`config.mk`:
```
export PLATFORM = sky130hd
export DESIGN_NAME = leb128_stream_decoder
export DESIGN_NICKNAME = d
export VERILOG_FILES = /design/src/rtl/leb128_pkg.sv /design/src/rtl/leb128_byte_merge.sv /design/src/rtl/leb128_stream_decoder.sv
export SDC_FILE = /design/constraint.sdc
export NUM_CORES = 1
export LEC_CHECK = 0
export ABC_AREA = 1
export CAP_MARGIN = 30
export CELL_PAD_IN_SITES_DETAIL_PLACEMENT = 1
export CELL_PAD_IN_SITES_GLOBAL_PLACEMENT = 1
export CORE_MARGIN = 3
export CORE_UTILIZATION = 36
export DETAILED_ROUTE_END_ITERATION = 8
export PLACE_DENSITY = 0.73
export SETUP_SLACK_MARGIN = 0.15
export SYNTH_ARGS = -nofsm -noshare
export SYNTH_HDL_FRONTEND = slang
export SYNTH_SLANG_ARGS = --single-unit
export TNS_END_PERCENT = 20
```
`constraint.sdc`:
```
create_clock -name clk -period 2.6 [get_ports clk]
set_input_delay 0.52 -clock clk [delete_from_list [all_inputs] [get_ports clk]]
set_output_delay 0.52 -clock clk [all_outputs]
set_load 0.1 [all_outputs]
```
`src/rtl/leb128_pkg.sv`:
```
// Shared types and helpers for the streaming LEB128 decoder.
package leb128_pkg;

    typedef enum logic {
        ACC  = 1'b0,
        FULL = 1'b1
    } leb128_state_e;

    localparam bit LEB128_UNSIGNED = 1'b0;
    localparam bit LEB128_SIGNED   = 1'b1;

    // Encoded bytes needed to carry a width-bit value (7 payload bits per byte).
    function automatic int unsigned leb128_max_bytes(input int unsigned width);
        return (width + 32'd6) / 32'd7;
    endfunction

endpackage

```
`src/rtl/leb128_byte_merge.sv`:
```
// Merges one LEB128 byte into the running accumulator and builds the terminated value.
// Optional malformed-encoding detection is enabled by defining LEB128_CHECK_EN.
module leb128_byte_merge
    import leb128_pkg::*;
#(
    parameter int unsigned WIDTH  = 32,
    parameter bit          SIGNED = LEB128_SIGNED,
    localparam int unsigned MAXB  = leb128_max_bytes(WIDTH),
    localparam int unsigned CW    = $clog2(MAXB + 1)
) (
    input  logic [WIDTH-1:0] acc_i,
    input  logic [7:0]       byte_i,
    input  logic [CW-1:0]    cnt_i,
    output logic [WIDTH-1:0] acc_o,
    output logic [WIDTH-1:0] result_o,
    output logic             last_o,
    output logic             err_o
);

    localparam int unsigned SW = $clog2(7 * MAXB + 8);

    logic [6:0]       payload;
    logic [SW-1:0]    sh_lo;
    logic [SW-1:0]    sh_hi;
    logic [WIDTH-1:0] ext_mask;
    logic             at_max;

    // Shifts past WIDTH yield zero, which gives both truncation and the "no fill" case.
    always_comb begin
        payload  = byte_i[6:0];
        sh_lo    = SW'(cnt_i) * SW'(7);
        sh_hi    = sh_lo + SW'(7);
        ext_mask = {WIDTH{1'b1}} << sh_hi;
        acc_o    = acc_i | (WIDTH'(payload) << sh_lo);
        result_o = acc_o | ((SIGNED && payload[6]) ? ext_mask : '0);
        at_max   = (cnt_i == CW'(MAXB - 1));
        last_o   = !byte_i[7] || at_max;
    end

`ifdef LEB128_CHECK_EN
    localparam int unsigned USED = WIDTH - 7 * (MAXB - 1);

    logic fill;
    logic bad_hi;

    // Payload bits above the value width must repeat the fill (zero or sign).
    always_comb begin
        fill   = SIGNED ? payload[USED-1] : 1'b0;
        bad_hi = 1'b0;
        for (int unsigned i = USED; i < 7; i++) begin
            if (payload[i] != fill) begin
                bad_hi = 1'b1;
            end
        end
        err_o = at_max && (byte_i[7] || bad_hi);
    end
`else
    assign err_o = 1'b0;
`endif

endmodule

```
`src/rtl/leb128_stream_decoder.sv`:
```
// Streaming LEB128 decoder: one byte in per cycle, one WIDTH-bit value out per group.
// Define LEB128_CHECK_EN to flag over-long or overflowing encodings on out_error.
module leb128_stream_decoder
    import leb128_pkg::*;
#(
    parameter int unsigned WIDTH  = 32,
    parameter bit          SIGNED = LEB128_SIGNED
) (
    input  logic             clk,
    input  logic             reset,
    input  logic [7:0]       in_data,
    input  logic             in_valid,
    output logic             in_ready,
    output logic [WIDTH-1:0] out_data,
    output logic             out_valid,
    input  logic             out_ready,
    output logic             out_error
);

    localparam int unsigned MAXB = leb128_max_bytes(WIDTH);
    localparam int unsigned CW   = $clog2(MAXB + 1);

    leb128_state_e    state_q;
    logic [CW-1:0]    cnt_q;
    logic [WIDTH-1:0] acc_q;
    logic [WIDTH-1:0] out_data_q;
    logic             out_error_q;

    logic [WIDTH-1:0] acc_d;
    logic [WIDTH-1:0] result;
    logic             last;
    logic             err;
    logic             accept;

    leb128_byte_merge #(
        .WIDTH  (WIDTH),
        .SIGNED (SIGNED)
    ) u_merge (
        .acc_i    (acc_q),
        .byte_i   (in_data),
        .cnt_i    (cnt_q),
        .acc_o    (acc_d),
        .result_o (result),
        .last_o   (last),
        .err_o    (err)
    );

    assign out_valid = (state_q == FULL);
    assign in_ready  = !out_valid || out_ready;
    assign accept    = in_valid && in_ready;
    assign out_data  = out_data_q;
    assign out_error = out_error_q;

    // Handshake FSM with byte counter, accumulator and output register.
    always_ff @(posedge clk) begin
        if (reset) begin
            state_q     <= ACC;
            cnt_q       <= '0;
            acc_q       <= '0;
            out_data_q  <= '0;
            out_error_q <= 1'b0;
        end else begin
            if (accept) begin
                if (last) begin
                    out_data_q  <= result;
                    out_error_q <= err;
                    acc_q       <= '0;
                    cnt_q       <= '0;
                end else begin
                    acc_q <= acc_d;
                    cnt_q <= cnt_q + CW'(1);
                end
            end
            case (state_q)
                ACC: begin
                    if (accept && last) begin
                        state_q <= FULL;
                    end
                end
                FULL: begin
                    if (out_ready && !(accept && last)) begin
                        state_q <= ACC;
                    end
                end
            endcase
        end
    end

endmodule

```
==> results.txt, run 1 <==
----------------------------------------------------
[Worst setup path]
  Critical setup path kind ... register to register
  Largest driver fanout on the critical path ... 5
  Worst EP arrival ... 2750 ps
  CP Cell Sequence ... clkinv_4, ha_4, inv_2, nand2_2, nand2_2, xor2_2, fa_2, inv_2, nand3_4, nand3_2, nand2_2, nor2_4, buf_6, clkbuf_16, nand3_2, a21oi_1
  Category of the worst setup path launch point ... register
  Most used cell along the critical path ... sky130_fd_sc_hd__nand2_2
  Delay-heaviest family, CP ... adder cells
  Longest individual stage delay on the worst path ... 390 ps
  Cell type of the slowest stage on the worst timing path ... sky130_fd_sc_hd__fa_2
  Worst Path Required ... 2880 ps
  Sum of buffers and inverters on the critical path ... 5
  Kind of end point of the critical path ... register

[Power]
  Leak ... 1.90 nW
  Net switching power figure ... 0.00116 W
  Clock group share of total power ... 34.5%
  Net switching fraction of the power ... 36.0%
  Peak supply drop ... 0.000300 V
  Sequential group share of total power ... 34.8%
  Power density normalized to cell area ... 735 nW/um^2
  Cell-internal power ... 0.00207 W
  Comb pwr share ... 30.7%

[Final layout]
  Layout Nets ... 525
  Share of post-route cells with drive strength above 1 ... 27.5%
  Area of all placed cells without fillers ... 4400 sq um
  Core occupancy in the finished layout ... 50.0%
  Area added between synthesis and finish ... 33.0%
  Final cell count without fillers ... 613
  Count of inserted antenna diode cells ... 0
  Filler cells ... 1,085

[Logic synthesis]
  Most frequent cells after synthesis ... 75 x sky130_fd_sc_hd__nor2_1, 68 x sky130_fd_sc_hd__dfxtp_1, 51 x sky130_fd_sc_hd__o21ai_0, 44 x sky130_fd_sc_hd__nand2_1, 43 x sky130_fd_sc_hd__a21oi_1
  Avg Inst Size Synth ... 7.54 sq um
  Yosys cell types ... 33
  Number of synthesized register bits ... 68
  Portion of the post-synthesis area used by sequential elements ... 41.1%
  Netlist area before placement ... 3310 sq um
  Post-synthesis net count ... 464
  Leading cell types by total area after synthesis ... sky130_fd_sc_hd__dfxtp_1 41%, sky130_fd_sc_hd__nor2_1 8.5%, sky130_fd_sc_hd__o21ai_0 7.7%
  Top-count cell post-synth ... sky130_fd_sc_hd__nor2_1
  Fraction of synthesis flops using an asynchronous set or reset pin ... 0%
  Synth Instances ... 439
  Leading area contributor after synthesis ... sky130_fd_sc_hd__dfxtp_1
  Yosys warning count ... 0
  Post-synth top area share ... 41.1%
  Post-synth EDFFs ... 0
  Commonest register cell after synthesis ... sky130_fd_sc_hd__dfxtp_1

[Placement]
  PortBufs ... 45
  Placed Instances ... 586
  Post-DP Area ... 3870 sq um
  Final Wtd Congestion ... 0.846
  Dpl hpwl ... 7690 microns

[Timing]
  Max-slew headroom at the worst pin ... 64.7%
  Measured slew at the worst slew-check pin ... 529 ps
  Hold slack final ... 475 ps
  Fin crit share ... 95.0%
  Unrepaired setup endpoints after global routing ... yes
  Max Transition Viols Final ... 0
  Maximum achievable frequency ... 405 MHz
  Min cycle time layout ... 2470 ps
  Layout Skew ... 7.19 ps
  Endpoints failing hold ... 0
  Total of endpoints with negative setup slack in the final report ... 0

[Die]
  Die outline width ... 102 microns
  Std cell rows ... 34
  Die Y-Extent ... 102 microns
  Die ar. ... 10,400 sq um
  Initial core utilization ... 37.6%
  Core outline area ... 8810 sq um
  Number of top-level pins ... 47

[Routing]
  Post-detailed-route count of antenna-violating nets ... 0
  DRC errors left ... 0
  DRC violation total after the first TritonRoute iteration ... 147
  Via count ... 3,286
  Detailed-router iteration count before antenna repair ... 5
  Routed WL ... 11,300 microns
  Via count normalized by instance count ... 5.36
  Routed length per placed instance ... 18.5 microns

[Flow run]
  Max Cap Violations ... 0

[Global routing]
  Antenna violations before repair ... 0
  Grt ovf ... 0
  Pin count of the biggest net entering global routing ... 28
  Global-route wire length before repair ... 17,300 microns
  GRT Total Usage ... 21.9%
  Via count of the first global-routing pass ... 3,322

[Clock tree]
  Clock latency at the later pin of the worst-skew pair ... 350 ps
  CTS sink cnt ... 68
  Number of buffers created by CTS ... 9
  Clock Tree Buf Depth ... 2
  Clk Tree Root Cell ... sky130_fd_sc_hd__clkbuf_8
  Number of H-tree levels ... 3
  CTS tree ... built
  Clock transition time at the flip-flop clock pins of the worst setup and hold paths ... 80 ps

[Run status]
  Result of the run ... complete, no violations

[Hold path]
  Min-Delay Path Class ... register to register

----------------------------------------------------
per-stage QoR:
stage	setup TNS (ps)	total power (W)	setup slack, ps
after detailed placement	-144	0.00204	-80.0
final	0	0.00323	130
after floorplan	0	0.00180	129
after CTS	0	0.00320	90.8
after global placement	0	0.00202	58.8
after global routing	0	0.00337	6.49
power groups by stage:
stage	clock [W]	combinational (W)	sequential, W
floorplan	0	0.000366	0.00143
global placement	0	0.000875	0.00114
detailed placement	0	0.000889	0.00115
CTS	0.00114	0.000937	0.00112
global route	0.00118	0.00105	0.00113
finish	0.00112	0.000993	0.00112
placed cells by master, fill, tap and decap left out, drive strengths merged, types with 12 or more instances in the layout:
cell type / count
inv: 30
clkbuf: 12
nor2: 77
o21bai: 13
dfxtp: 68
nand2: 48
ha: 12
buf: 64
o21ai: 58
a21oi: 44
nand3: 20
state kept, by name, indices dropped and copies added (netlist names):
register / count
acc_q: 32
out_valid: 1
cnt_q: 3
out_data: 32
cell type report:
cell class              count  area [sq um]  share of cell area, %
multi-input cells         315          1820                   41.4
flip-flops and latches     68          1370                   31.0
clock inverters             5           106                   2.42
repair buffers             76           701                   15.9
inverters                  30           120                   2.73
clock buffers              11           151                   3.44
well taps                 108           135                   3.07
worst min-delay path, delay by kind of cell, from the launching register on:
kind | cells | cell delay, ps
flip-flops | 1 | 330
AND/OR/NAND/NOR | 1 | 70
AO/OA/AOI/OAI | 1 | 40
final timing paths:
check | from | endpoint | slack, ps | depth (start not counted)
setup / recovery | cnt_q[0] | out_data[12] | 130 | 16
hold / removal | acc_q[12] | acc_q[12] | 480 | 2
setup reg to reg | cnt_q[0] | out_data[12] | 130 | 16
hold reg to reg | acc_q[12] | acc_q[12] | 480 | 2
repair_timing:
item,CTS,global route
gates resized for setup,17,23
cloned,2,1
setup buffers,5,3
hold buffers,0,0
setup endpoints to repair,31,31
pin swaps,5,10
metal layers:
| layer | wire length (microns) | GRT usage [%] | up-vias |
|---|---|---|---|
| met2 | 5400 | 36.5 | 91 |
| met5 | 0 | 0 | - |
| met1 | 5170 | 29.4 | 1580 |
| met3 | 551 | 3.82 | 19 |
| met4 | 204 | 6.05 | 0 |
| li1 | - | - | 1596 |
cell families (layout without fill, tap and decap cells):
| logic type | Yosys count | after routing | share of synthesized area [%] |
|---|---|---|---|
| fa+ha+maj | 13 | 13 | 5.14 |
| buf+inv | 56 | 122 | 8.05 |
| xor+xnor | 1 | 1 | 0.265 |
| flops | 68 | 68 | 41.1 |
| simple gates | 166 | 166 | 22.7 |
| other cells | 1 | 1 | 0.113 |
| compound gates | 134 | 134 | 22.6 |
Note: power is estimated with default switching activity, not from simulation.
==> run 2: changes to the inputs <==
--- a/config.mk
+++ b/config.mk
@@ -11,6 +11,7 @@
 export CELL_PAD_IN_SITES_GLOBAL_PLACEMENT = 1
 export CORE_MARGIN = 3
 export CORE_UTILIZATION = 36
+export CTS_CLUSTER_DIAMETER = 40
 export DETAILED_ROUTE_END_ITERATION = 8
 export PLACE_DENSITY = 0.73
 export SETUP_SLACK_MARGIN = 0.15
==> results of run 2 <==
The final DEF is identical to that of run 1; final timing and power are the same.
==> run 3: changes to the inputs <==
--- a/config.mk
+++ b/config.mk
@@ -14,6 +14,7 @@
 export CTS_CLUSTER_DIAMETER = 40
 export DETAILED_ROUTE_END_ITERATION = 8
 export PLACE_DENSITY = 0.73
+export RECOVER_POWER = 25
 export SETUP_SLACK_MARGIN = 0.15
 export SYNTH_ARGS = -nofsm -noshare
 export SYNTH_HDL_FRONTEND = slang
==> results.txt, run 3 (synthesis gave the netlist of run 1 again) <==
----------------------------------------------------
[Hold path]
  Min-Delay Path Class ... register to register
  Worst Min Path Start ... acc_q[12]

[Global routing]
  Grt ovf ... 0
  Pin count of the biggest net entering global routing ... 28
  Antenna violations before repair ... 0
  GRT Total Usage ... 21.9%
  Via count of the first global-routing pass ... 3,322
  Global-route wire length before repair ... 17,300 microns

[Timing]
  Endpoints failing hold ... 0
  Final setup margin ... 123 ps
  Min cycle time layout ... 2480 ps
  Measured slew at the worst slew-check pin ... 1190 ps
  Max Transition Viols Final ... 0
  Layout Skew ... 6.09 ps
  Unrepaired setup endpoints after global routing ... yes
  Fin crit share ... 95.3%
  Maximum achievable frequency ... 404 MHz
  Total of endpoints with negative setup slack in the final report ... 0
  Max-slew headroom at the worst pin ... 21.0%

[Power]
  Power density normalized to cell area ... 745 nW/um^2
  Total power draw ... 0.00321 W
  Peak supply drop ... 0.000298 V
  Leak ... 1.80 nW

[Worst setup path]
  Startpoint of the worst-slack reg-to-reg timing path ... cnt_q[0]
  Category of the worst setup path launch point ... register
  Largest driver fanout on the critical path ... 5
  Worst Path Required ... 2880 ps
  Worst EP arrival ... 2760 ps
  Critical setup path kind ... register to register
  Launching element of the worst setup path ... cnt_q[0]
  Kind of end point of the critical path ... register
  Flop2flop setup slack ... 120 ps

[Final layout]
  Combined area of the multi-input logic cells ... 1820 sq um
  Share of post-route cells with drive strength above 1 ... 22.6%
  Filler cells ... 1,086
  Count of inserted antenna diode cells ... 0
  Layout Nets ... 525
  Area taken by flip-flops and latches ... 1370 sq um
  Leading cell type in the layout, fill and taps excluded ... sky130_fd_sc_hd__nor2_1
  Top library cells by usage in the layout, fill and taps aside ... 73 x sky130_fd_sc_hd__nor2_1, 65 x sky130_fd_sc_hd__dfxtp_1, 49 x sky130_fd_sc_hd__o21ai_0
  Area added between synthesis and finish ... 30.1%

[Run status]
  Result of the run ... complete, no violations

[Die]
  Core outline area ... 8810 sq um
  Initial core utilization ... 37.6%
  Die outline width ... 102 microns
  Std cell rows ... 34
  Number of top-level pins ... 47
  Die ar. ... 10,400 sq um
  Die Y-Extent ... 102 microns

[Clock tree]
  CTS sink cnt ... 68
  Clock Tree Buf Depth ... 2
  Clk Tree Root Cell ... sky130_fd_sc_hd__clkbuf_8
  Number of buffers created by CTS ... 9
  Clock transition time at the flip-flop clock pins of the worst setup and hold paths ... 80 ps
  Number of H-tree levels ... 3
  CTS tree ... built
  Clock latency at the later pin of the worst-skew pair ... 350 ps
  Count of hold-fix buffers inserted at cts ... 0

[Routing]
  Post-detailed-route count of antenna-violating nets ... 0
  Detailed-router iteration count before antenna repair ... 4
  DRC errors left ... 0
  Routed WL ... 11,400 microns
  DRC violation total after the first TritonRoute iteration ... 161
  Via count ... 3,331
  Routed length per placed instance ... 18.5 microns
  Via count normalized by instance count ... 5.43

[Placement]
  Final Wtd Congestion ... 0.846
  Dpl hpwl ... 7690 microns
  PortBufs ... 45
  Worst-case setup slack after placement ... -80.0 ps

[Flow run]
  Max Cap Violations ... 0

----------------------------------------------------
-- run 3: cell types whose count changed in the layout (fill, tap and decap cells not counted), sizes merged --
cell / delta
clkbuf: +25
buf: -25
-- run 3: final timing paths --
| kind | endpoint | cells past startpoint |
|---|---|---|
| worst max register to register | out_data[14] | 16 |
| worst min-delay path | acc_q[12] | 2 |
| worst max-delay path | out_data[14] | 16 |
| worst min register to register | acc_q[12] | 2 |
-- run 3: timing repair --
| action | CTS | global route |
|---|---|---|
| pin swaps | 5 | 10 |
| gates resized for setup | 17 | 23 |
| gates cloned | 2 | 1 |
| setup endpoints to repair | 31 | 31 |
| buffers inserted | 5 | 3 |
-- run 3: area by class of cell --
class	count	area share, %
Timing Repair Buffer	76	14.1
Inverter	30	2.79
Clock inverter	5	2.47
Tap cell	108	3.14
Multi-Input combinational cell	315	42.3
Sequential cell	68	31.7
Clock buffer	11	3.52
-- run 3: power breakdown --
part           internal (W)  leakage, nW  switching (W)
logic              0.000255         1.12       0.000713
clock network      0.000693        0.126       0.000421
registers           0.00110        0.556      0.0000286
-- run 3: metrics by stage --
step                      std cells  hold slack [ps]  util [%]  TNS [ps]  instance area, sq um
after floorplan                 439              438         -         0                  3340
after global placement          586              448      43.9         0                  3870
after detailed placement        586              462      43.9      -144                  3870
after CTS                       609              480      48.6         0                  4280
after global routing            613              502      48.9         0                  4310
final                           613              477      48.9         0                  4310
-- run 3: routing by layer --
| metal | up-vias | wire [microns] | track usage, % |
|---|---|---|---|
| met5 | - | 0 | 0 |
| met4 | 0 | 200 | 6.05 |
| met3 | 20 | 681 | 3.82 |
| met2 | 95 | 5360 | 36.5 |
| met1 | 1619 | 5120 | 29.4 |
| li1 | 1597 | - | - |
-- run 3: worst max-delay path: stages, from the launching register on --
cell	delay, ps
sky130_fd_sc_hd__dfxtp_2	360
sky130_fd_sc_hd__clkinv_4	60
sky130_fd_sc_hd__ha_4	270
sky130_fd_sc_hd__inv_2	30
sky130_fd_sc_hd__nand2_2	60
sky130_fd_sc_hd__nand2_2	70
sky130_fd_sc_hd__xor2_2	160
sky130_fd_sc_hd__fa_2	390
sky130_fd_sc_hd__inv_2	80
sky130_fd_sc_hd__nand3_4	80
sky130_fd_sc_hd__nand3_2	80
sky130_fd_sc_hd__nand2_2	60
sky130_fd_sc_hd__nor2_4	190
sky130_fd_sc_hd__buf_6	160
sky130_fd_sc_hd__clkbuf_16	140
sky130_fd_sc_hd__nand3_2	70
sky130_fd_sc_hd__a21oi_1	130
